`src/rtl/kat_dac_pkg.sv`:
```
// Shared types and constants for the KAT DAC transmit interface.
// Sample words pack I0..I3 into bits [31:0] and Q0..Q3 into bits [63:32], one byte each.
package kat_dac_pkg;

   localparam int SAMPLE_W = 8;
   localparam int WORD_W   = 64;
   localparam int LANE_W   = 32;

   localparam logic [SAMPLE_W-1:0] MIDSCALE  = 8'h80;
   localparam logic [LANE_W-1:0]   MID_LANES = {4{MIDSCALE}};

   // Byte offsets of each DAC lane inside a 32-bit rise/fall word.
   localparam int DI_D = 0;
   localparam int DI   = 8;
   localparam int DQ_D = 16;
   localparam int DQ   = 24;

   typedef enum logic [1:0] {
      IDLE  = 2'd0,
      RESET = 2'd1,
      SYNC  = 2'd2,
      RUN   = 2'd3
   } tx_state_e;

   typedef struct packed {
      logic [LANE_W-1:0] rise;
      logic [LANE_W-1:0] fall;
   } lane_pair_t;

   // Inverse of the ADC demux: even samples on the delayed lane, rise carries samples 0/1.
   function automatic lane_pair_t format_word(input logic [WORD_W-1:0] w, input logic twos);
      logic [SAMPLE_W-1:0] flip;
      lane_pair_t          p;
      flip = {twos, 7'b0};
      p.rise[DI_D +: SAMPLE_W] = w[0  +: SAMPLE_W] ^ flip;
      p.rise[DI   +: SAMPLE_W] = w[8  +: SAMPLE_W] ^ flip;
      p.rise[DQ_D +: SAMPLE_W] = w[32 +: SAMPLE_W] ^ flip;
      p.rise[DQ   +: SAMPLE_W] = w[40 +: SAMPLE_W] ^ flip;
      p.fall[DI_D +: SAMPLE_W] = w[16 +: SAMPLE_W] ^ flip;
      p.fall[DI   +: SAMPLE_W] = w[24 +: SAMPLE_W] ^ flip;
      p.fall[DQ_D +: SAMPLE_W] = w[48 +: SAMPLE_W] ^ flip;
      p.fall[DQ   +: SAMPLE_W] = w[56 +: SAMPLE_W] ^ flip;
      return p;
   endfunction

   // Ramp word: I = base+0..3, Q = ~I, sent without offset-binary conversion.
   function automatic lane_pair_t ramp_lanes(input logic [SAMPLE_W-1:0] base);
      logic [WORD_W-1:0] w;
      w = '0;
      for (int k = 0; k < 4; k++) begin
         w[k*SAMPLE_W +: SAMPLE_W]      = base + SAMPLE_W'(k);
         w[32 + k*SAMPLE_W +: SAMPLE_W] = ~(base + SAMPLE_W'(k));
      end
      return format_word(w, 1'b0);
   endfunction

endpackage

```
`src/rtl/kat_dac_sync_fifo.sv`:
```
// Single-clock show-ahead FIFO with synchronous flush; rd_data is the current head.
module kat_dac_sync_fifo #(
   parameter int DEPTH = 8,
   parameter int WIDTH = 64
) (
   input  logic                   clk,
   input  logic                   rst_n,
   input  logic                   flush,
   input  logic                   push,
   input  logic                   pop,
   input  logic [WIDTH-1:0]       wr_data,
   output logic [WIDTH-1:0]       rd_data,
   output logic                   full,
   output logic                   empty,
   output logic [$clog2(DEPTH):0] count
);

   localparam int AW = $clog2(DEPTH);

   logic [WIDTH-1:0] mem [DEPTH];
   logic [AW-1:0]    wr_ptr;
   logic [AW-1:0]    rd_ptr;
   logic             do_push;
   logic             do_pop;

   assign full    = (count == (AW+1)'(DEPTH));
   assign empty   = (count == '0);
   assign do_push = push && !full;
   assign do_pop  = pop && !empty;
   assign rd_data = mem[rd_ptr];

   always_ff @(posedge clk or negedge rst_n) begin
      if (!rst_n) begin
         wr_ptr <= '0;
         rd_ptr <= '0;
         count  <= '0;
      end else if (flush) begin
         wr_ptr <= '0;
         rd_ptr <= '0;
         count  <= '0;
      end else begin
         if (do_push) wr_ptr <= wr_ptr + 1'b1;
         if (do_pop)  rd_ptr <= rd_ptr + 1'b1;
         case ({do_push, do_pop})
            2'b10:   count <= count + 1'b1;
            2'b01:   count <= count - 1'b1;
            default: count <= count;
         endcase
      end
   end

   // NOTE: storage has no reset; the pointers and count alone decide what is valid.
   always_ff @(posedge clk) begin
      if (do_push) mem[wr_ptr] <= wr_data;
   end

endmodule

```
`src/rtl/kat_dac_tx_interface.sv`:
```
// KAT DAC transmit interface: FIFO-buffered sample words, DAC reset/sync bring-up, registered ODDR lanes.
// Optional ramp test pattern (adds port test_mode) when KAT_DAC_TEST_PATTERN_EN is defined.
module kat_dac_tx_interface
   import kat_dac_pkg::*;
#(
   parameter int FIFO_DEPTH  = 8,
   parameter int RST_CYCLES  = 16,
   parameter int SYNC_CYCLES = 32,
   parameter int TWOS_COMP   = 1
) (
   input  logic                ctrl_clk_in,
   input  logic                ctrl_reset_n,
   input  logic                enable,
`ifdef KAT_DAC_TEST_PATTERN_EN
   input  logic                test_mode,
`endif
   input  logic [SAMPLE_W-1:0] user_datai0,
   input  logic [SAMPLE_W-1:0] user_datai1,
   input  logic [SAMPLE_W-1:0] user_datai2,
   input  logic [SAMPLE_W-1:0] user_datai3,
   input  logic [SAMPLE_W-1:0] user_dataq0,
   input  logic [SAMPLE_W-1:0] user_dataq1,
   input  logic [SAMPLE_W-1:0] user_dataq2,
   input  logic [SAMPLE_W-1:0] user_dataq3,
   input  logic                user_data_valid,
   output logic                user_data_ready,
   output logic                dac_rst,
   output logic                dac_sync,
   output logic [LANE_W-1:0]   dac_data_rise,
   output logic [LANE_W-1:0]   dac_data_fall,
   output logic [1:0]          tx_state,
   output logic [15:0]         underflow_count
);

   localparam int PHASE_MAX = (RST_CYCLES > SYNC_CYCLES) ? RST_CYCLES : SYNC_CYCLES;
   localparam int PHASE_W   = $clog2(PHASE_MAX + 1);
   localparam int CNT_W     = $clog2(FIFO_DEPTH) + 1;

   tx_state_e           state_q;
   tx_state_e           state_d;
   logic [PHASE_W-1:0]  phase_q;
   logic                dac_rst_q;
   logic                dac_sync_q;
   lane_pair_t          lanes_q;
   lane_pair_t          lanes_d;
   logic [15:0]         uf_q;
   logic                uf_inc;

   logic [WORD_W-1:0]   in_word;
   logic [WORD_W-1:0]   fifo_rd_data;
   logic                fifo_full;
   logic                fifo_empty;
   logic [CNT_W-1:0]    fifo_count;
   logic                fifo_push;
   logic                fifo_pop;
   logic                fifo_flush;
   logic                in_run;
   logic                test_active;

`ifdef KAT_DAC_TEST_PATTERN_EN
   logic [SAMPLE_W-1:0] ramp_base_q;
   assign test_active = test_mode;
`else
   assign test_active = 1'b0;
`endif

   assign in_word = {user_dataq3, user_dataq2, user_dataq1, user_dataq0,
                     user_datai3, user_datai2, user_datai1, user_datai0};

   // Gating ready with enable means a word is never accepted on the edge that aborts.
   assign user_data_ready = enable && (state_q == SYNC || state_q == RUN) && !fifo_full;
   assign fifo_push       = user_data_valid && user_data_ready;
   assign in_run          = enable && (state_q == RUN);
   assign fifo_pop        = in_run && !test_active && !fifo_empty;
   assign fifo_flush      = (state_q == IDLE) || !enable;

   kat_dac_sync_fifo #(
      .DEPTH (FIFO_DEPTH),
      .WIDTH (WORD_W)
   ) u_fifo (
      .clk     (ctrl_clk_in),
      .rst_n   (ctrl_reset_n),
      .flush   (fifo_flush),
      .push    (fifo_push),
      .pop     (fifo_pop),
      .wr_data (in_word),
      .rd_data (fifo_rd_data),
      .full    (fifo_full),
      .empty   (fifo_empty),
      .count   (fifo_count)
   );

   // NOTE: every always_comb output gets a default first, so no path can infer a latch.
   always_comb begin
      state_d = state_q;
      if (!enable) begin
         state_d = IDLE;
      end else begin
         case (state_q)
            IDLE:    state_d = RESET;
            RESET:   if (phase_q == PHASE_W'(RST_CYCLES - 1))  state_d = SYNC;
            SYNC:    if (phase_q == PHASE_W'(SYNC_CYCLES - 1)) state_d = RUN;
            RUN:     state_d = RUN;
            default: state_d = IDLE;
         endcase
      end
   end

   always_comb begin
      lanes_d.rise = MID_LANES;
      lanes_d.fall = MID_LANES;
      uf_inc       = 1'b0;
      if (in_run) begin
         if (!fifo_empty) lanes_d = format_word(fifo_rd_data, TWOS_COMP != 0);
         else             uf_inc  = 1'b1;
`ifdef KAT_DAC_TEST_PATTERN_EN
         if (test_mode) begin
            lanes_d = ramp_lanes(ramp_base_q);
            uf_inc  = 1'b0;
         end
`endif
      end
   end

   // Strobes are decoded from the next state so they line up with tx_state.
   always_ff @(posedge ctrl_clk_in or negedge ctrl_reset_n) begin
      if (!ctrl_reset_n) begin
         state_q    <= IDLE;
         phase_q    <= '0;
         dac_rst_q  <= 1'b0;
         dac_sync_q <= 1'b0;
         lanes_q    <= '{rise: MID_LANES, fall: MID_LANES};
         uf_q       <= '0;
      end else begin
         state_q    <= state_d;
         phase_q    <= (state_d != state_q) ? '0 : phase_q + 1'b1;
         dac_rst_q  <= (state_d == RESET);
         dac_sync_q <= (state_d == SYNC);
         lanes_q    <= lanes_d;
         if (uf_inc && uf_q != 16'hFFFF) uf_q <= uf_q + 16'd1;
      end
   end

`ifdef KAT_DAC_TEST_PATTERN_EN
   always_ff @(posedge ctrl_clk_in or negedge ctrl_reset_n) begin
      if (!ctrl_reset_n)   ramp_base_q <= '0;
      else if (!in_run)    ramp_base_q <= '0;
      else                 ramp_base_q <= ramp_base_q + SAMPLE_W'(4);
   end
`endif

   fifo_flags_consistent: assert property (@(posedge ctrl_clk_in) disable iff (!ctrl_reset_n)
      fifo_empty == (fifo_count == '0));

   assign tx_state        = state_q;
   assign dac_rst         = dac_rst_q;
   assign dac_sync        = dac_sync_q;
   assign dac_data_rise   = lanes_q.rise;
   assign dac_data_fall   = lanes_q.fall;
   assign underflow_count = uf_q;

endmodule

```
`config.mk`:
```
export PLATFORM = sky130hd
export DESIGN_NAME = kat_dac_tx_interface
export DESIGN_NICKNAME = d
export VERILOG_FILES = /design/src/rtl/kat_dac_pkg.sv /design/src/rtl/kat_dac_sync_fifo.sv /design/src/rtl/kat_dac_tx_interface.sv
export SDC_FILE = /design/constraint.sdc
export NUM_CORES = 1
export LEC_CHECK = 0
export BUFFER_PORTS_ARGS = -buffer_cell sky130_fd_sc_hd__buf_2
export CORE_MARGIN = 4
export CORE_UTILIZATION = 60
export CTS_CLUSTER_SIZE = 20
export DETAILED_ROUTE_END_ITERATION = 8
export PLACE_DENSITY = 0.76
export SETUP_SLACK_MARGIN = 0.02
export SLEW_MARGIN = 20
export SYNTH_ARGS = -nofsm -noshare
export SYNTH_HDL_FRONTEND = slang
export SYNTH_SLANG_ARGS = --single-unit
```
`constraint.sdc`:
```
create_clock -name ctrl_clk_in -period 9.3 [get_ports ctrl_clk_in]
set_clock_uncertainty 0.2 [all_clocks]
set_input_delay 0.93 -clock ctrl_clk_in [delete_from_list [all_inputs] [get_ports ctrl_clk_in]]
set_output_delay 0.93 -clock ctrl_clk_in [all_outputs]
set_load 0.01 [all_outputs]
```
==> results.yml, run 1 <==
yosys:
  yosysTopAreaCellShare: 0.671
  ys_warn_count: 0
  synth-seq-cells: 612
  yosys-top-cells-count: "edfxtp_1 (512), mux4_2 (128), dfrtp_1 (92), nor2_1 (77), mux2i_1 (58)"
  synth-edff-count: 512
  ys_seq_area_frac: 0.781
  mappedNetlistArea_um2: 22900
  synth_top_area_cell: "edfxtp_1"
  yosys-top-cells-area: "edfxtp_1 (67%), mux4_2 (13%), dfrtp_1 (10%)"
  synth_nets: 1144
  synthArstFlopShare: 0.163
  synth_ff_type: "edfxtp_1"
  ys_types: 52
  yosysMostFrequentCell: "edfxtp_1"
  syn_avg_cell_area_um2: 21.4
  synth_cells: 1070
sta:
  hold_violations: 0
  whs_ps: 59.6
  fin_setup_tns_ps: 0
  setup_viol_count_final: 0
  slew_headroom: 0.271
  fmax_mhz: 279
  period_needed_ps: 3590
  slew_violations: 0
  tightest_slew_ps: 1090
  timing.final.crit_share: 0.386
  rsz0062_at_grt: "no"
clock_tree:
  numCtsBuffers: 58
  cts_buffer_depth: 3
  cts-root-buf: "clkbuf_16"
  ctsHtreeMaxLevel: 2
  cts.reportedPaths.clkPinSlew_ps: 60
  cts.sinks: 612
  tritoncts: "yes"
  cts_resized: 0
  clk_latency_ps: 620
  post-cts-setup-buffers: 0
  hold_buffers: 0
placed_design:
  gp_congestion: 0.782
  portBuffers: 152
  place.detailed.hpwl_mm: 22.8
worst_setup_path:
  start_kind: "flip-flop"
  critical_path_required_ps: 9340
  worst-endpoint-arrival_ps: 3630
  cp_max_fo: 55
  crit_type: "flip-flop to flip-flop"
  crit_path_end_kind: "flip-flop"
floorplan:
  io-pin-count: 153
  core_um2: 37700
  die_area_um2: 41400
  row_count: 71
  die_w_um: 203
  start_util: 0.608
  fp.dieH_um: 203
drt:
  final_antenna_net_count: 0
  drt_wl_total_mm: 44.1
  drt_pass1_iterations: 5
  route.vias.total: 10700
  avgRoutedWirePerCell_um: 24.3
  dr.first_iter.drc_count: 828
  vias_per_cell: 5.88
  drc: 0
final_layout:
  finalNetCount: 1326
  areaGrowthSynthToFinish_pct: 14.5
  layout-drive-gt1-share: 0.323
pwr:
  ir_worst_vdd_v: 0.000180
  p_leak_nw: 8.94
  power.density_nw_per_um2: 204
  fin_total_pwr_w: 0.00535
global_route:
  overflow: 0
  antenna_found_initial: 5
  grt_first_pass_wirelength_mm: 68.7
  grt_pass1_vias: 11300
  grt_max_degree: 110
  grtUsageTotal: 0.219
outcome:
  status: "finished, final reports clean"
run:
  cap_violations: 0
hold_path:
  hp-class: "input pin to asynchronous set/reset pin"
critical path: stages, from the launching register on:
cell and delay, ps:
dfrtp_1 490, nand3_1 240, nor2_1 340, nand2_1 250, nor3b_2 770, buf_4 890
metal layers:
layer  part of all wire  GRT usage
met1               0.42      0.319
met2               0.50      0.352
met3              0.059     0.0421
met4              0.019     0.0585
met5            0.00086          0
kinds of logic (layout without fill, tap and decap cells):
group	Yosys count	count (layout)	synth area share
flops	612	612	0.781
mux	196	196	0.156
simple gates	157	157	0.0333
buf+inv	53	285	0.00983
compound gates	23	23	0.00797
xor+xnor	23	23	0.00879
fa+ha+maj	6	6	0.00328
other cells	0	4	0
cell usage in the layout (no fill, tap or decap), drive strengths merged, types with 3 or more instances in the layout:
cell and count:
a21oi 6, ha 6, clkinvlp 3, nor2 77, mux4 128, nor4 6, nand2 25, mux2i 58
clkbuf 77, o21ai 4, nor4b 6, clkinv 24, xnor2 7, dfrtp 92, diode 4, mux2 10
xor2 16, inv 9, nor3 12, dfstp 8, bufinv 4, edfxtp 512, buf 168, nand4 4
nor3b 5, nand3 11
area by class of cell:
type                    instances  area, um^2
flip-flops and latches        612       17900
fillers                      2338       11400
multi-input cells             405        4850
clock buffers                  77        1600
repair buffers                168         900
well taps                     511         639
clock inverters                33         309
inverters                       7        26.3
diodes                          4        10.0
state kept, by name, indices dropped and copies added (netlist names):
signal / cells
dac_sync: 1
dac_data_fall: 32
dac_data_rise: 32
u_fifo.count: 4
tx_state: 2
u_fifo.rd_ptr: 3
u_fifo.mem: 512
u_fifo.wr_ptr: 3
dac_rst: 1
phase_q: 6
underflow_count: 16
stage by stage:
stage / area, um^2 / utilization / setup slack, ps / cells
detailed placement: 24300 / 0.645 / 5080 / 1703
finish: 26200 / 0.696 / 5710 / 1817
CTS: 26200 / 0.696 / 5640 / 1813
global route: 26200 / 0.696 / 5440 / 1814
floorplan: 22900 / - / 501 / 1070
global placement: 24300 / 0.645 / 5230 / 1703
power breakdown:
group	internal, W	leakage [nW]	switching (W)
Sequential	0.00297	5.96	0.00000208
Clock	0.00133	0.937	0.000985
Combinational	0.0000142	2.04	0.0000429
worst paths after layout:
path,to,from,slack [ps],cells past startpoint
max,u_fifo.mem[3][32],tx_state[1],5710,5
min,dac_data_rise[26],ctrl_reset_n,60,1
max in group asynchronous,u_fifo.rd_ptr[2],ctrl_reset_n,7660,2
max reg2reg,u_fifo.mem[3][32],tx_state[1],5710,5
min reg2reg,phase_q[0],phase_q[0],260,1
min in group ctrl_clk_in,phase_q[0],phase_q[0],260,1
Power figures use the tool's default switching activity.
==> inputs of run 2 (changes only) <==
--- a/config.mk
+++ b/config.mk
@@ -5,12 +5,13 @@
 export SDC_FILE = /design/constraint.sdc
 export NUM_CORES = 1
 export LEC_CHECK = 0
+export ABC_AREA = 1
 export BUFFER_PORTS_ARGS = -buffer_cell sky130_fd_sc_hd__buf_2
 export CORE_MARGIN = 4
-export CORE_UTILIZATION = 60
+export CORE_UTILIZATION = 54
 export CTS_CLUSTER_SIZE = 20
 export DETAILED_ROUTE_END_ITERATION = 8
-export PLACE_DENSITY = 0.76
+export PLACE_DENSITY = 0.72
 export SETUP_SLACK_MARGIN = 0.02
 export SLEW_MARGIN = 20
 export SYNTH_ARGS = -nofsm -noshare
==> constraint.sdc (replaced) <==
create_clock -name ctrl_clk_in -period 3.1 [get_ports ctrl_clk_in]
set_clock_uncertainty 0.2 [all_clocks]
set_input_delay 0.31 -clock ctrl_clk_in [delete_from_list [all_inputs] [get_ports ctrl_clk_in]]
set_output_delay 0.31 -clock ctrl_clk_in [all_outputs]
set_load 0.01 [all_outputs]
==> results.yml, run 2 <==
outcome:
  status: "finished, final reports clean"
final_layout:
  n_fill_cell: 3072
  layout-drive-gt1-share: 0.151
  layout_common_cells: "edfxtp_1 (512), nor2_1 (504), o21ai_0 (157)"
  layout.cells.non_filler: 2599
  areaGrowthSynthToFinish_pct: 17.4
  top_register: "u_fifo.mem"
  final_common_cell: "edfxtp_1"
  finalNetCount: 2035
  regArea_um2: 17900
  final_area_um2: 27600
  largest_reg_flops: 512
  multi_input_area_um2: 5010
clock_tree:
  cts-root-buf: "clkbuf_16"
  cts_resized: 0
  post-cts-setup-buffers: 0
  numCtsBuffers: 58
  ctsHtreeMaxLevel: 2
  tritoncts: "yes"
  cts.sinks: 612
  cts.reportedPaths.clkPinSlew_ps: 60
  cts_buffer_depth: 3
  clk_latency_ps: 600
pwr:
  ir_worst_vdd_v: 0.000569
  p_leak_nw: 10.0
  power.density_nw_per_um2: 587
sta:
  fmax_mhz: 396
  slew_headroom: 0.414
  whs_ps: 71.4
  setup_viol_count_final: 0
  rsz0062_at_grt: "no"
  timing.final.crit_share: 0.814
  period_needed_ps: 2520
  tightest_slew_ps: 879
  slew_violations: 0
  hold_violations: 0
run:
  cap_violations: 0
placed_design:
  portBuffers: 152
  dpl-instance-area_um2: 25000
  gp_congestion: 0.843
  dp.cells: 2420
  place.detailed.hpwl_mm: 28.0
yosys:
  synth-seq-cells: 612
  synth_top_area_cell: "edfxtp_1"
  yosysTopAreaCellShare: 0.654
  synth_cells: 1751
  ys_warn_count: 0
  yosys-top-cells-area: "edfxtp_1 (65%), dfrtp_1 (9.8%), nor2_1 (8.2%)"
  synth-edff-count: 512
  yosys-top-cells-count: "edfxtp_1 (512), nor2_1 (512), o21ai_0 (157), o32ai_1 (120), dfrtp_1 (92)"
  ys_seq_area_frac: 0.761
  synth_ff_type: "edfxtp_1"
  syn_avg_cell_area_um2: 13.4
  synth_nets: 1825
  mappedNetlistArea_um2: 23500
  ys_types: 33
  synthArstFlopShare: 0.163
global_route:
  grt_first_pass_wirelength_mm: 81.5
  overflow: 0
  grtUsageTotal: 0.219
  antenna_found_initial: 5
  grt_max_degree: 97
  grt_pass1_vias: 14700
drt:
  final_antenna_net_count: 0
  drc: 0
  drt_pass1_iterations: 5
  route.vias.total: 14700
  drt_wl_total_mm: 51.7
  dr.first_iter.drc_count: 1478
  highest_layer: "met5"
  wl_met3_mm: 3.40
  vias_per_cell: 5.66
  m1WireLength_mm: 22.1
  avgRoutedWirePerCell_um: 19.9
  wl_met2_mm: 25.1
worst_setup_path:
  crit_path_end_kind: "flip-flop"
  worst-endpoint-arrival_ps: 2560
  start_kind: "flip-flop"
  critical_path_required_ps: 3140
  cp_max_fo: 29
  crit_type: "flip-flop to flip-flop"
floorplan:
  core_um2: 43100
  start_util: 0.546
  die_w_um: 217
  row_count: 76
  io-pin-count: 153
  die_area_um2: 46900
  fp.dieH_um: 217
hold_path:
  hp-class: "input pin to asynchronous set/reset pin"
## run 2: changes by cell type after synthesis, sizes merged, moves of 29 or more
cell,delta
clkbuf,+34
nand2,+47
o21ai,+195
o32ai,+120
mux4,-128
inv,+29
nor2,+437
mux2i,-50
## run 2: critical path: stages, from the launching register on
cell and delay (ps):
dfrtp_1 430, nand2_1 100, inv_1 60, nand3_1 210, inv_1 210, nand2_1 270, nor2_4 210, buf_4 420
## run 2: final cells by class
| type | instances | area share |
|---|---|---|
| Multi-Input combinational cell | 997 | 0.181 |
| Inverter | 36 | 0.00517 |
| Tap cell | 585 | 0.0265 |
| Timing Repair Buffer | 256 | 0.0696 |
| Sequential cell | 612 | 0.648 |
| Clock inverter | 37 | 0.0122 |
| Antenna cell | 4 | 0.000362 |
| Clock buffer | 72 | 0.0567 |
## run 2: logic make-up after synthesis
kind of cell	Yosys count	share of synthesized area
AO/OA/AOI/OAI	340	0.0943
XOR/XNOR	18	0.00670
adder cells (fa/ha/maj)	6	0.00319
buffers and inverters	142	0.0289
flip-flops	612	0.761
multiplexers	8	0.00341
AND/OR/NAND/NOR	625	0.103
## run 2: what timing repair did
| action | CTS | global route |
|---|---|---|
| endpoints found under the hold margin | 560 | 0 |
| hold buffers | 66 | 0 |
| setup endpoints to repair | 0 | 0 |
## run 2: where the power goes
group / switching [W] / leakage, nW / internal [W]
Sequential: 0.00000757 / 5.94 / 0.00893
Clock: 0.00295 / 0.931 / 0.00407
Combinational: 0.000158 / 3.14 / 0.000102
Total: 0.00312 / 10.0 / 0.0131
## run 2: path summary, 6_finish.rpt
check,from,endpoint,slack [ps],cells past startpoint
setup reg to reg,tx_state[1],u_fifo.mem[4][2],580,7
setup / recovery,tx_state[1],u_fifo.mem[4][2],580,7
min in group ctrl_clk_in,user_data_valid,u_fifo.wr_ptr[2],140,5
hold / removal,ctrl_reset_n,dac_data_fall[11],70,2
hold reg to reg,phase_q[0],phase_q[0],270,1
max in group asynchronous,ctrl_reset_n,dac_data_rise[31],1790,3
## run 2: metal layers
| metal | up-vias | global-route usage |
|---|---|---|
| met4 | 2 | 0.0672 |
| met2 | 469 | 0.365 |
| li1 | 6806 | - |
| met5 | - | 0 |
| met3 | 87 | 0.0381 |
| met1 | 7354 | 0.301 |
## run 2: through the flow
stage	worst slack, ps	setup TNS [ps]	util	power [W]
2_1_floorplan	-266	-132930	-	0.00913
3_3_place_gp	703	0	0.581	0.00929
3_5_place_dp	621	0	0.581	0.00930
4_1_cts	588	0	0.641	0.0163
5_1_grt	385	0	0.641	0.0167
6_report	577	0	0.641	0.0162
